## src/rtl/iob_axis2ahb_sched_if.sv

```systemverilog
// iob_axis2ahb_sched_if: request, stream and adapter-side signals of the two-channel scheduler.
// The master modport is the scheduler's view; slave is the surrounding environment's view.
interface iob_axis2ahb_sched_if #(
  parameter int ADDR_W = 32,
  parameter int DATA_W = 32,
  parameter int LEN_W  = 16
);
  logic [1:0]          req_valid_i, req_ready_o, req_write_i, done_o;
  logic [2*ADDR_W-1:0] req_addr_i;
  logic [2*LEN_W-1:0]  req_len_i;
  logic [2*DATA_W-1:0] s_axis_tdata_i;
  logic [1:0]          s_axis_tvalid_i, s_axis_tready_o;
  logic [DATA_W-1:0]   m_axis_tdata_o;
  logic [1:0]          m_axis_tvalid_o, m_axis_tready_i;
  logic                m_axis_tlast_o;
  logic                cfg_in_valid_o, cfg_in_ready_i;
  logic [ADDR_W-1:0]   cfg_in_addr_o;
  logic                cfg_out_valid_o, cfg_out_ready_i;
  logic [ADDR_W-1:0]   cfg_out_addr_o, cfg_out_length_o;
  logic [DATA_W-1:0]   ad_in_tdata_o;
  logic                ad_in_tvalid_o, ad_in_tlast_o, ad_in_tready_i;
  logic [DATA_W-1:0]   ad_out_tdata_i;
  logic                ad_out_tvalid_i, ad_out_tready_o;
  modport master (
    input  req_valid_i, req_write_i, req_addr_i, req_len_i, s_axis_tdata_i, s_axis_tvalid_i,
           m_axis_tready_i, cfg_in_ready_i, cfg_out_ready_i, ad_in_tready_i, ad_out_tdata_i, ad_out_tvalid_i,
    output req_ready_o, done_o, s_axis_tready_o, m_axis_tdata_o, m_axis_tvalid_o, m_axis_tlast_o,
           cfg_in_valid_o, cfg_in_addr_o, cfg_out_valid_o, cfg_out_addr_o, cfg_out_length_o,
           ad_in_tdata_o, ad_in_tvalid_o, ad_in_tlast_o, ad_out_tready_o
  );
  modport slave (
    output req_valid_i, req_write_i, req_addr_i, req_len_i, s_axis_tdata_i, s_axis_tvalid_i,
           m_axis_tready_i, cfg_in_ready_i, cfg_out_ready_i, ad_in_tready_i, ad_out_tdata_i, ad_out_tvalid_i,
    input  req_ready_o, done_o, s_axis_tready_o, m_axis_tdata_o, m_axis_tvalid_o, m_axis_tlast_o,
           cfg_in_valid_o, cfg_in_addr_o, cfg_out_valid_o, cfg_out_addr_o, cfg_out_length_o,
           ad_in_tdata_o, ad_in_tvalid_o, ad_in_tlast_o, ad_out_tready_o
  );
endinterface

```

## src/rtl/iob_axis2ahb_sched.sv

```systemverilog
// iob_axis2ahb_sched: round-robin two-channel scheduler that splits requests into AHB-legal
// chunks (<= MAX_BURST beats, no 1 KB crossing) and steers the granted channel's streams.
module iob_axis2ahb_sched #(
  parameter int ADDR_W    = 32,
  parameter int DATA_W    = 32,
  parameter int LEN_W     = 16,
  parameter int MAX_BURST = 16
) (
  input logic clk_i,
  input logic cke_i,
  input logic rst_n_i,
  iob_axis2ahb_sched_if.master bus
);
  localparam int BYTES = DATA_W / 8;
  localparam int BL    = $clog2(BYTES);
  localparam int W     = LEN_W > 11 ? LEN_W : 11;
  localparam int CW    = $clog2(MAX_BURST) + 1;
  typedef enum logic [2:0] {IDLE, ISSUE, WDATA, RDATA, NEXT, DONE} state_t;
  state_t            state_q, state_d;
  logic              rr_q, rr_d, gnt_q, gnt_d, wr_q, wr_d;
  logic [ADDR_W-1:0] addr_q, addr_d;
  logic [LEN_W-1:0]  rem_q, rem_d;
  logic [CW-1:0]     cnt_q, cnt_d;
  logic [W-1:0]      bnd, lim, chunk;
  logic [1:0]        oh;
  logic              g, cfg_hs, w_hs, r_hs, idle, iss, in_w, in_r;
  // beats left before the next 1 KB boundary, then clipped by burst limit and remaining length
  assign bnd   = W'((11'd1024 - {1'b0, addr_q[9:0]}) >> BL);
  assign lim   = bnd < W'(MAX_BURST) ? bnd : W'(MAX_BURST);
  assign chunk = W'(rem_q) < lim ? W'(rem_q) : lim;
  assign g      = bus.req_valid_i[rr_q] ? rr_q : ~rr_q;
  assign oh     = {gnt_q, ~gnt_q};
  assign idle   = state_q == IDLE;
  assign iss    = state_q == ISSUE;
  assign in_w   = state_q == WDATA;
  assign in_r   = state_q == RDATA;
  assign cfg_hs = wr_q ? bus.cfg_in_ready_i : bus.cfg_out_ready_i;
  assign w_hs   = bus.s_axis_tvalid_i[gnt_q] & bus.ad_in_tready_i;
  assign r_hs   = bus.ad_out_tvalid_i & bus.m_axis_tready_i[gnt_q];
  // handshake-side outputs are masked by cke_i so no transfer completes while state is frozen
  assign bus.req_ready_o      = (idle && cke_i) ? bus.req_valid_i & {g, ~g} : 2'b00;
  assign bus.done_o           = state_q == DONE ? oh : 2'b00;
  assign bus.cfg_in_valid_o   = iss & wr_q & cke_i;
  assign bus.cfg_in_addr_o    = (iss && wr_q) ? addr_q : '0;
  assign bus.cfg_out_valid_o  = iss & ~wr_q & cke_i;
  assign bus.cfg_out_addr_o   = (iss && !wr_q) ? addr_q : '0;
  assign bus.cfg_out_length_o = (iss && !wr_q) ? ADDR_W'(chunk - W'(1)) : '0;
  assign bus.ad_in_tdata_o    = in_w ? bus.s_axis_tdata_i[gnt_q*DATA_W +: DATA_W] : '0;
  assign bus.ad_in_tvalid_o   = in_w & cke_i & bus.s_axis_tvalid_i[gnt_q];
  assign bus.ad_in_tlast_o    = in_w && cnt_q == CW'(1);
  assign bus.s_axis_tready_o  = (in_w && cke_i) ? oh & {2{bus.ad_in_tready_i}} : 2'b00;
  assign bus.m_axis_tdata_o   = in_r ? bus.ad_out_tdata_i : '0;
  assign bus.m_axis_tvalid_o  = (in_r && cke_i) ? oh & {2{bus.ad_out_tvalid_i}} : 2'b00;
  assign bus.ad_out_tready_o  = in_r & cke_i & bus.m_axis_tready_i[gnt_q];
  assign bus.m_axis_tlast_o   = in_r && cnt_q == CW'(1) && W'(rem_q) == chunk;
  always_comb begin
    state_d = state_q;
    rr_d    = rr_q;
    gnt_d   = gnt_q;
    wr_d    = wr_q;
    addr_d  = addr_q;
    rem_d   = rem_q;
    cnt_d   = cnt_q;
    case (state_q)
      IDLE: if (|bus.req_valid_i) begin
        gnt_d   = g;
        rr_d    = ~g;
        wr_d    = bus.req_write_i[g];
        addr_d  = bus.req_addr_i[g*ADDR_W +: ADDR_W] & ~ADDR_W'(BYTES - 1);
        rem_d   = bus.req_len_i[g*LEN_W +: LEN_W];
        state_d = rem_d == '0 ? DONE : ISSUE;
      end
      ISSUE: if (cfg_hs) begin
        cnt_d   = CW'(chunk);
        state_d = wr_q ? WDATA : RDATA;
      end
      WDATA, RDATA: if (wr_q ? w_hs : r_hs) begin
        cnt_d   = cnt_q - CW'(1);
        state_d = cnt_q == CW'(1) ? NEXT : state_q;
      end
      NEXT: begin
        addr_d  = addr_q + (ADDR_W'(chunk) << BL);
        rem_d   = rem_q - LEN_W'(chunk);
        state_d = rem_d == '0 ? DONE : ISSUE;
      end
      default: state_d = IDLE;
    endcase
  end
  always_ff @(posedge clk_i) begin
    if (cke_i) begin
      if (!rst_n_i) begin
        state_q <= IDLE;
        rr_q    <= 1'b0;
        gnt_q   <= 1'b0;
        wr_q    <= 1'b0;
        addr_q  <= '0;
        rem_q   <= '0;
        cnt_q   <= '0;
      end else begin
        state_q <= state_d;
        rr_q    <= rr_d;
        gnt_q   <= gnt_d;
        wr_q    <= wr_d;
        addr_q  <= addr_d;
        rem_q   <= rem_d;
        cnt_q   <= cnt_d;
      end
    end
  end
endmodule

```

## src/flat_wrapper.sv

```systemverilog
// flat-port wrapper written by rule: the top's interface ports become plain ports
module iob_axis2ahb_sched_flat 
#(
  parameter int ADDR_W    = 32,
  parameter int DATA_W    = 32,
  parameter int LEN_W     = 16,
  parameter int MAX_BURST = 16
)
  (clk_i, cke_i, rst_n_i, bus_req_valid_i, bus_req_write_i, bus_req_addr_i, bus_req_len_i, bus_s_axis_tdata_i, bus_s_axis_tvalid_i, bus_m_axis_tready_i, bus_cfg_in_ready_i, bus_cfg_out_ready_i, bus_ad_in_tready_i, bus_ad_out_tdata_i, bus_ad_out_tvalid_i, bus_req_ready_o, bus_done_o, bus_s_axis_tready_o, bus_m_axis_tdata_o, bus_m_axis_tvalid_o, bus_m_axis_tlast_o, bus_cfg_in_valid_o, bus_cfg_in_addr_o, bus_cfg_out_valid_o, bus_cfg_out_addr_o, bus_cfg_out_length_o, bus_ad_in_tdata_o, bus_ad_in_tvalid_o, bus_ad_in_tlast_o, bus_ad_out_tready_o);
  iob_axis2ahb_sched_if #(.ADDR_W(ADDR_W), .DATA_W(DATA_W), .LEN_W(LEN_W)) bus_i ();
  input logic clk_i;
  input logic cke_i;
  input logic rst_n_i;
  input wire logic [$bits(bus_i.req_valid_i)-1:0] bus_req_valid_i;
  input wire logic [$bits(bus_i.req_write_i)-1:0] bus_req_write_i;
  input wire logic [$bits(bus_i.req_addr_i)-1:0] bus_req_addr_i;
  input wire logic [$bits(bus_i.req_len_i)-1:0] bus_req_len_i;
  input wire logic [$bits(bus_i.s_axis_tdata_i)-1:0] bus_s_axis_tdata_i;
  input wire logic [$bits(bus_i.s_axis_tvalid_i)-1:0] bus_s_axis_tvalid_i;
  input wire logic [$bits(bus_i.m_axis_tready_i)-1:0] bus_m_axis_tready_i;
  input wire logic [$bits(bus_i.cfg_in_ready_i)-1:0] bus_cfg_in_ready_i;
  input wire logic [$bits(bus_i.cfg_out_ready_i)-1:0] bus_cfg_out_ready_i;
  input wire logic [$bits(bus_i.ad_in_tready_i)-1:0] bus_ad_in_tready_i;
  input wire logic [$bits(bus_i.ad_out_tdata_i)-1:0] bus_ad_out_tdata_i;
  input wire logic [$bits(bus_i.ad_out_tvalid_i)-1:0] bus_ad_out_tvalid_i;
  output wire logic [$bits(bus_i.req_ready_o)-1:0] bus_req_ready_o;
  output wire logic [$bits(bus_i.done_o)-1:0] bus_done_o;
  output wire logic [$bits(bus_i.s_axis_tready_o)-1:0] bus_s_axis_tready_o;
  output wire logic [$bits(bus_i.m_axis_tdata_o)-1:0] bus_m_axis_tdata_o;
  output wire logic [$bits(bus_i.m_axis_tvalid_o)-1:0] bus_m_axis_tvalid_o;
  output wire logic [$bits(bus_i.m_axis_tlast_o)-1:0] bus_m_axis_tlast_o;
  output wire logic [$bits(bus_i.cfg_in_valid_o)-1:0] bus_cfg_in_valid_o;
  output wire logic [$bits(bus_i.cfg_in_addr_o)-1:0] bus_cfg_in_addr_o;
  output wire logic [$bits(bus_i.cfg_out_valid_o)-1:0] bus_cfg_out_valid_o;
  output wire logic [$bits(bus_i.cfg_out_addr_o)-1:0] bus_cfg_out_addr_o;
  output wire logic [$bits(bus_i.cfg_out_length_o)-1:0] bus_cfg_out_length_o;
  output wire logic [$bits(bus_i.ad_in_tdata_o)-1:0] bus_ad_in_tdata_o;
  output wire logic [$bits(bus_i.ad_in_tvalid_o)-1:0] bus_ad_in_tvalid_o;
  output wire logic [$bits(bus_i.ad_in_tlast_o)-1:0] bus_ad_in_tlast_o;
  output wire logic [$bits(bus_i.ad_out_tready_o)-1:0] bus_ad_out_tready_o;
  assign bus_i.req_valid_i = bus_req_valid_i;
  assign bus_i.req_write_i = bus_req_write_i;
  assign bus_i.req_addr_i = bus_req_addr_i;
  assign bus_i.req_len_i = bus_req_len_i;
  assign bus_i.s_axis_tdata_i = bus_s_axis_tdata_i;
  assign bus_i.s_axis_tvalid_i = bus_s_axis_tvalid_i;
  assign bus_i.m_axis_tready_i = bus_m_axis_tready_i;
  assign bus_i.cfg_in_ready_i = bus_cfg_in_ready_i;
  assign bus_i.cfg_out_ready_i = bus_cfg_out_ready_i;
  assign bus_i.ad_in_tready_i = bus_ad_in_tready_i;
  assign bus_i.ad_out_tdata_i = bus_ad_out_tdata_i;
  assign bus_i.ad_out_tvalid_i = bus_ad_out_tvalid_i;
  assign bus_req_ready_o = bus_i.req_ready_o;
  assign bus_done_o = bus_i.done_o;
  assign bus_s_axis_tready_o = bus_i.s_axis_tready_o;
  assign bus_m_axis_tdata_o = bus_i.m_axis_tdata_o;
  assign bus_m_axis_tvalid_o = bus_i.m_axis_tvalid_o;
  assign bus_m_axis_tlast_o = bus_i.m_axis_tlast_o;
  assign bus_cfg_in_valid_o = bus_i.cfg_in_valid_o;
  assign bus_cfg_in_addr_o = bus_i.cfg_in_addr_o;
  assign bus_cfg_out_valid_o = bus_i.cfg_out_valid_o;
  assign bus_cfg_out_addr_o = bus_i.cfg_out_addr_o;
  assign bus_cfg_out_length_o = bus_i.cfg_out_length_o;
  assign bus_ad_in_tdata_o = bus_i.ad_in_tdata_o;
  assign bus_ad_in_tvalid_o = bus_i.ad_in_tvalid_o;
  assign bus_ad_in_tlast_o = bus_i.ad_in_tlast_o;
  assign bus_ad_out_tready_o = bus_i.ad_out_tready_o;
  iob_axis2ahb_sched #(.ADDR_W(ADDR_W), .DATA_W(DATA_W), .LEN_W(LEN_W), .MAX_BURST(MAX_BURST)) u_core (.clk_i(clk_i), .cke_i(cke_i), .rst_n_i(rst_n_i), .bus(bus_i));
endmodule
```

## config.mk

```make
export PLATFORM = sky130hd
export DESIGN_NAME = iob_axis2ahb_sched_flat
export DESIGN_NICKNAME = d
export VERILOG_FILES = /design/src/rtl/iob_axis2ahb_sched_if.sv /design/src/rtl/iob_axis2ahb_sched.sv /design/src/flat_wrapper.sv
export SDC_FILE = /design/constraint.sdc
export NUM_CORES = 1
export LEC_CHECK = 0
export CORE_ASPECT_RATIO = 1.25
export CORE_UTILIZATION = 28
export DETAILED_ROUTE_END_ITERATION = 16
export PLACE_DENSITY_LB_ADDON = 0.1
export SYNTH_ARGS = -nofsm -noshare
export SYNTH_HDL_FRONTEND = slang
export SYNTH_SLANG_ARGS = --single-unit
export TNS_END_PERCENT = 20
```

## constraint.sdc

```tcl
create_clock -name clk_i -period 12 [get_ports clk_i]
set_input_delay 3.6 -clock clk_i [delete_from_list [all_inputs] [get_ports clk_i]]
set_output_delay 3.6 -clock clk_i [all_outputs]
set_load 0.01 [all_outputs]
```

After elaboration in Yosys (flattened, before gate mapping):

Cells that the tools add are included.

* bits in registers: 59
* input port bits: 207
* output and inout port bits: 174
* logic and storage cells: 113

* add/subtract/negate cells: 5
* magnitude comparators: 5
* eq/ne operators: 15
* shifts and indexed selects: 3
* muxes and demuxes: 43
* bitwise logic cells: 17
* reduce and logical (&&, ||, !) cells: 18

Operators with widths (count)
* $mux 32: 6
* $shiftx 64x7->32: 2
* $pmux 32 s2: 1
* $add 32x18->32: 1
* $logic_not 16->1: 2
* $mux 16: 2
* $pmux 16 s2: 1
* $shiftx 32x6->16: 1
* $mux 1: 18
* $mux 3: 6
* $sub 16x1->17 const B: 1
* $eq 16x16->1: 1
* $lt 16x16->1: 1
* $sub 16x16->16: 1
* $lt 14x5->1 const B: 1
* $mux 14: 1
* $pmux 3 s4: 1
* $sub 11x10->12 const A: 1
* $and 1x1->1: 10
* $mux 5: 2
* $pmux 5 s2: 1
* $ne 3x2->1 const B: 3
* $logic_and 1x1->1: 8
* $mux 2: 4
* 17 further kinds: 30

Depth between registers and ports, before layout:

* word-level depth: 9
* mapped depth: 23
* depth with buffers taken out: 23

Worst setup path before layout:

OpenSTA, ideal clock, no wires.

* path kind: input to output
* start point: input bus_req_valid_i[0]
* end point: output bus_req_ready_o[1]
* arrival: 4.488 ns
* data required time: 8.400 ns
* slack: 3.912 ns
* cell stages on the path: 3
* path buffers: 1
* path through: o21ai_1 > clkbuf_1 > and4_1

* cells in the longest elaborated chain, start to end: 5

Ends and longest elaborated chain
* start, declared: RTL line flat_wrapper.sv:14 `input wire logic [$bits(bus_i.req_valid_i)-1:0] bus_req_valid_i;`
* $mux 1 (implied by the code) (2 in a row): RTL line iob_axis2ahb_sched.sv:31 `assign g = bus.req_valid_i[rr_q] ? rr_q : ~rr_q;`
* $mux 1: RTL line iob_axis2ahb_sched.sv:31
* $and 2x2->2: RTL line iob_axis2ahb_sched.sv:41 `assign bus.req_ready_o = (idle && cke_i) ? bus.req_valid_i & {g, ~g} : 2'b00;`
* $mux 2: RTL line iob_axis2ahb_sched.sv:41
* end, declared: RTL line flat_wrapper.sv:26 `output wire logic [$bits(bus_i.req_ready_o)-1:0] bus_req_ready_o;`

Every way passes these cells. The select of a mux whose other input is x is not followed.

Final worst setup path:

* start point: register u_core.addr_q[2]
* end point: output bus_cfg_out_length_o[26]

* cells in the longest elaborated chain, start to end: 7

Ends and longest elaborated chain
* start, declared: RTL line iob_axis2ahb_sched.sv:21 `logic [ADDR_W-1:0] addr_q, addr_d;`
* start signal, assigned: RTL line iob_axis2ahb_sched.sv:104 `addr_q <= addr_d;`
* $sub 11x10->12 *: RTL line iob_axis2ahb_sched.sv:28 `assign bnd = W'((11'd1024 - {1'b0, addr_q[9:0]}) >> BL);`
* $lt 14x5->1: RTL line iob_axis2ahb_sched.sv:29 `assign lim = bnd < W'(MAX_BURST) ? bnd : W'(MAX_BURST);`
* $mux 14 *: RTL line iob_axis2ahb_sched.sv:29
* $lt 16x16->1: RTL line iob_axis2ahb_sched.sv:30 `assign chunk = W'(rem_q) < lim ? W'(rem_q) : lim;`
* $mux 16 *: RTL line iob_axis2ahb_sched.sv:30
* $sub 16x1->17 *: RTL line iob_axis2ahb_sched.sv:47 `assign bus.cfg_out_length_o = (iss && !wr_q) ? ADDR_W'(chunk - W'(1)) : '0;`
* $mux 32 *: RTL line iob_axis2ahb_sched.sv:47
* end, declared: RTL line flat_wrapper.sv:36 `output wire logic [$bits(bus_i.cfg_out_length_o)-1:0] bus_cfg_out_length_o;`

Mark *: on every way between the ends. The rest lies on a longest branch, timed or not.

==> results.toml <==
[drt]
met3RoutedLength_mm = 2.15
wl_met2_mm = 15.0
via_per_inst = 4.94
antenna_left = 0
first_pass_iters = 7
routedWlPerCell_um = 19.5
top_layer_used = "met5"
drt_iter0_drc = 405
wl_met1_mm = 12.6
drc = 0
wl_mm = 30.3
via_count = 7676

[power]
power_mw = 0.871
power.share.clock_pct = 33.1
p_comb_share_pct = 36.1
internal-power_mw = 0.592
seqPwrFrac_pct = 30.9
p_leak_nw = 4.58
peakVddDrop_mv = 0.0667
power_switching_mw = 0.279
swShare_pct = 32.0
power_per_cell_area_mw_per_mm2 = 78.1

[timing]
slew_headroom_pct = 47.3
holdWs_ps = 660
hold_viol = 0
tns_ps = 0
fin_crit_ps = 9150
finalCritPeriodShare_pct = 76.3
setup_viol = 0
clock_skew_ps = 10.9
timing.fmax_mhz = 109
final-max-slew-violation-count = 0
rsz0062_at_grt = "no"
layout_setup_ws_ps = 2850
tightest_slew_ps = 787

[synth]
ys_ff_latch = 59
synth_top_area_cell = "edfxtp_1"
ys_warn_count = 0
yosys.cell_types.count = 71
avgSynthCellArea_um2 = 7.69
synth_top_cells_by_area = "edfxtp_1 (26%), and3_1 (7.1%), nand2_1 (7.0%)"
synth_edf_count = 59
synthesis.instances = 888
synth_top_area_share_pct = 26.0
ys_async_sr_fraction_pct = 0
yosysSeqAreaShare_pct = 26.0
synth_area_mm2 = 0.00683
synth_flop_cell = "edfxtp_1"

[setup_path]
timing.rr.start = "u_core.addr_q[2]$_SDFFCE_PN0P_"
cpPeakStageDelay_ps = 680
cp_max_fo = 16
arrival_ps = 5550
worstPathRequired_ps = 8400
crit_slowest_cell = "clkdlybuf4s50_1"
ff2ff_path_depth = 22
endpoint_kind = "output pin"
rrSetupSlack_ps = 5320
crit_type = "reg -> out"
critPathCapture = "bus_cfg_out_length_o[26]"
path_cells = "or4_4 -> o31ai_1 -> nand2b_1 -> ha_1 -> a21oi_1 -> o22ai_1 -> nor4_4 -> a21oi_1 -> a21o_2 -> nor4_4 -> nand4_2 -> nor2_1 -> clkdlybuf4s50_1"
regToRegEndpoint = "u_core.addr_q[22]$_SDFFCE_PN0P_"
start_kind = "flip-flop"
cp-startpoint = "u_core.addr_q[2]$_SDFFCE_PN0P_"

[placement]
hpwl_mm = 23.6
numPortBuffers = 376
placed_cells = 1539
preCtsSetupSlack_ps = 2930
place.gp.congestion = 0.843

[clock_network]
htreeDepth = 3
clk_pin_slew_ps = 60
hold_buffers = 0
post_cts_resized = 0
insertion_delay_ps = 340
cts_tree = "done"
cts-root-buf = "clkbuf_16"
cts_buffer_depth = 2
clock_sinks = 59
post_cts_buffers = 0
numCtsBuffers = 9

[floorplan]
start_util_pct = 28.7
die_w_um = 142
die-height_um = 177
coreArea_mm2 = 0.0238
ios = 381
die_area_mm2 = 0.0250
rows = 63

[cells_and_area]
final_cell_mix = "clkdlybuf4s50_1 (376), nand2_1 (127), nor2_1 (114)"
layout_commonest_cell = "clkdlybuf4s50_1"
fin_cells = 1555
fin_nets = 1468
drive_above_1_share_pct = 5.12
n_antenna_cell = 0
syn2layout_area_growth_pct = 63.4
fillers = 2434

[worst_hold_path]
whs_path_depth = 1
worstHoldPathType = "reg -> reg"

[status]
status = "finished, final reports clean"

[grt]
grt_usage_pct = 23.6
grt_max_degree = 51
antenna_found_initial = 3
overflow = 0
grt_pass1_vias = 7151
grt_pass1_wl_mm = 43.9

[job]
cap_violations = 0
-- final cells by class --
cell class                 instances  area (µm²)  share of cell area (%)
clock buffer                       9         225                    2.02
clock inverter                     7         103                   0.920
inverter                          27         101                   0.909
multi-input combinational        738        4680                    41.9
sequential                        59        1770                    15.9
tap                              325         407                    3.65
timing repair buffer             390        3870                    34.7
-- sequential cells by signal (all words and copies together), names as in the netlist --
register	cells
u_core.state_q	3
u_core.wr_q	1
u_core.rr_q	1
u_core.gnt_q	1
u_core.cnt_q	5
u_core.addr_q	32
u_core.rem_q	16
-- critical path: cells and delay by family, from the launching register on --
family                     cells  cell delay, ps
adders and majority gates      1             310
and+or+nand+nor                6            2500
AOI/OAI and AO/OA              5            1250
buffers and inverters          1             680
DFF                            1             480
-- layer usage --
metal	vias up	track usage [%]
li1	3805	-
met1	3579	29.5
met2	259	40.6
met3	29	5.26
met4	4	6.63
met5	-	0
-- cells by family after synthesis --
kind of cell             Yosys count  synth area share (%)
flip-flops                        59                  26.0
adder cells (fa/ha/maj)           36                  6.82
buffers and inverters            101                  6.69
multiplexers                      42                  6.25
XOR/XNOR                          47                  6.03
other                              2                 0.110
AO/OA/AOI/OAI                    140                  14.1
AND/OR/NAND/NOR                  461                  34.0
-- cell usage after synthesis (all sizes together) (13+ instances only) --
| master | instances |
|---|---|
| nand2 | 129 |
| nor2 | 116 |
| and3 | 78 |
| edfxtp | 59 |
| clkbuf | 50 |
| a21oi | 41 |
| mux2i | 40 |
| and2 | 37 |
| xnor2 | 36 |
| ha | 34 |
| nand3 | 32 |
| inv | 27 |
| o21ai | 25 |
| buf | 24 |
| a311oi | 17 |
| a211oi | 13 |
-- stage by stage --
step | util [%] | cell area, µm²
global placement | 45.5 | 10800
finish | 46.8 | 11200
global route | 46.8 | 11200
CTS | 46.8 | 11200
detailed placement | 45.5 | 10800
floorplan | - | 6860
-- worst min-delay path by stage --
stage / start / end / slack, ps
floorplan: u_core.cnt_q[0]$_SDFFCE_PN0P_ / u_core.cnt_q[0]$_SDFFCE_PN0P_ / 610
global placement: u_core.cnt_q[0]$_SDFFCE_PN0P_ / u_core.cnt_q[0]$_SDFFCE_PN0P_ / 650
detailed placement: u_core.cnt_q[0]$_SDFFCE_PN0P_ / u_core.cnt_q[0]$_SDFFCE_PN0P_ / 650
CTS: u_core.cnt_q[0]$_SDFFCE_PN0P_ / u_core.cnt_q[0]$_SDFFCE_PN0P_ / 660
global route: u_core.cnt_q[0]$_SDFFCE_PN0P_ / u_core.cnt_q[0]$_SDFFCE_PN0P_ / 700
finish: u_core.cnt_q[0]$_SDFFCE_PN0P_ / u_core.cnt_q[0]$_SDFFCE_PN0P_ / 660
-- power by group through the flow --
stage	sequential (mW)	combinational, mW	clock, mW
detailed placement	0.273	0.315	0
floorplan	0.265	0.168	0
finish	0.269	0.314	0.288
global route	0.271	0.343	0.302
global placement	0.273	0.313	0
CTS	0.269	0.317	0.295
Note: power is estimated with default switching activity, not from simulation.
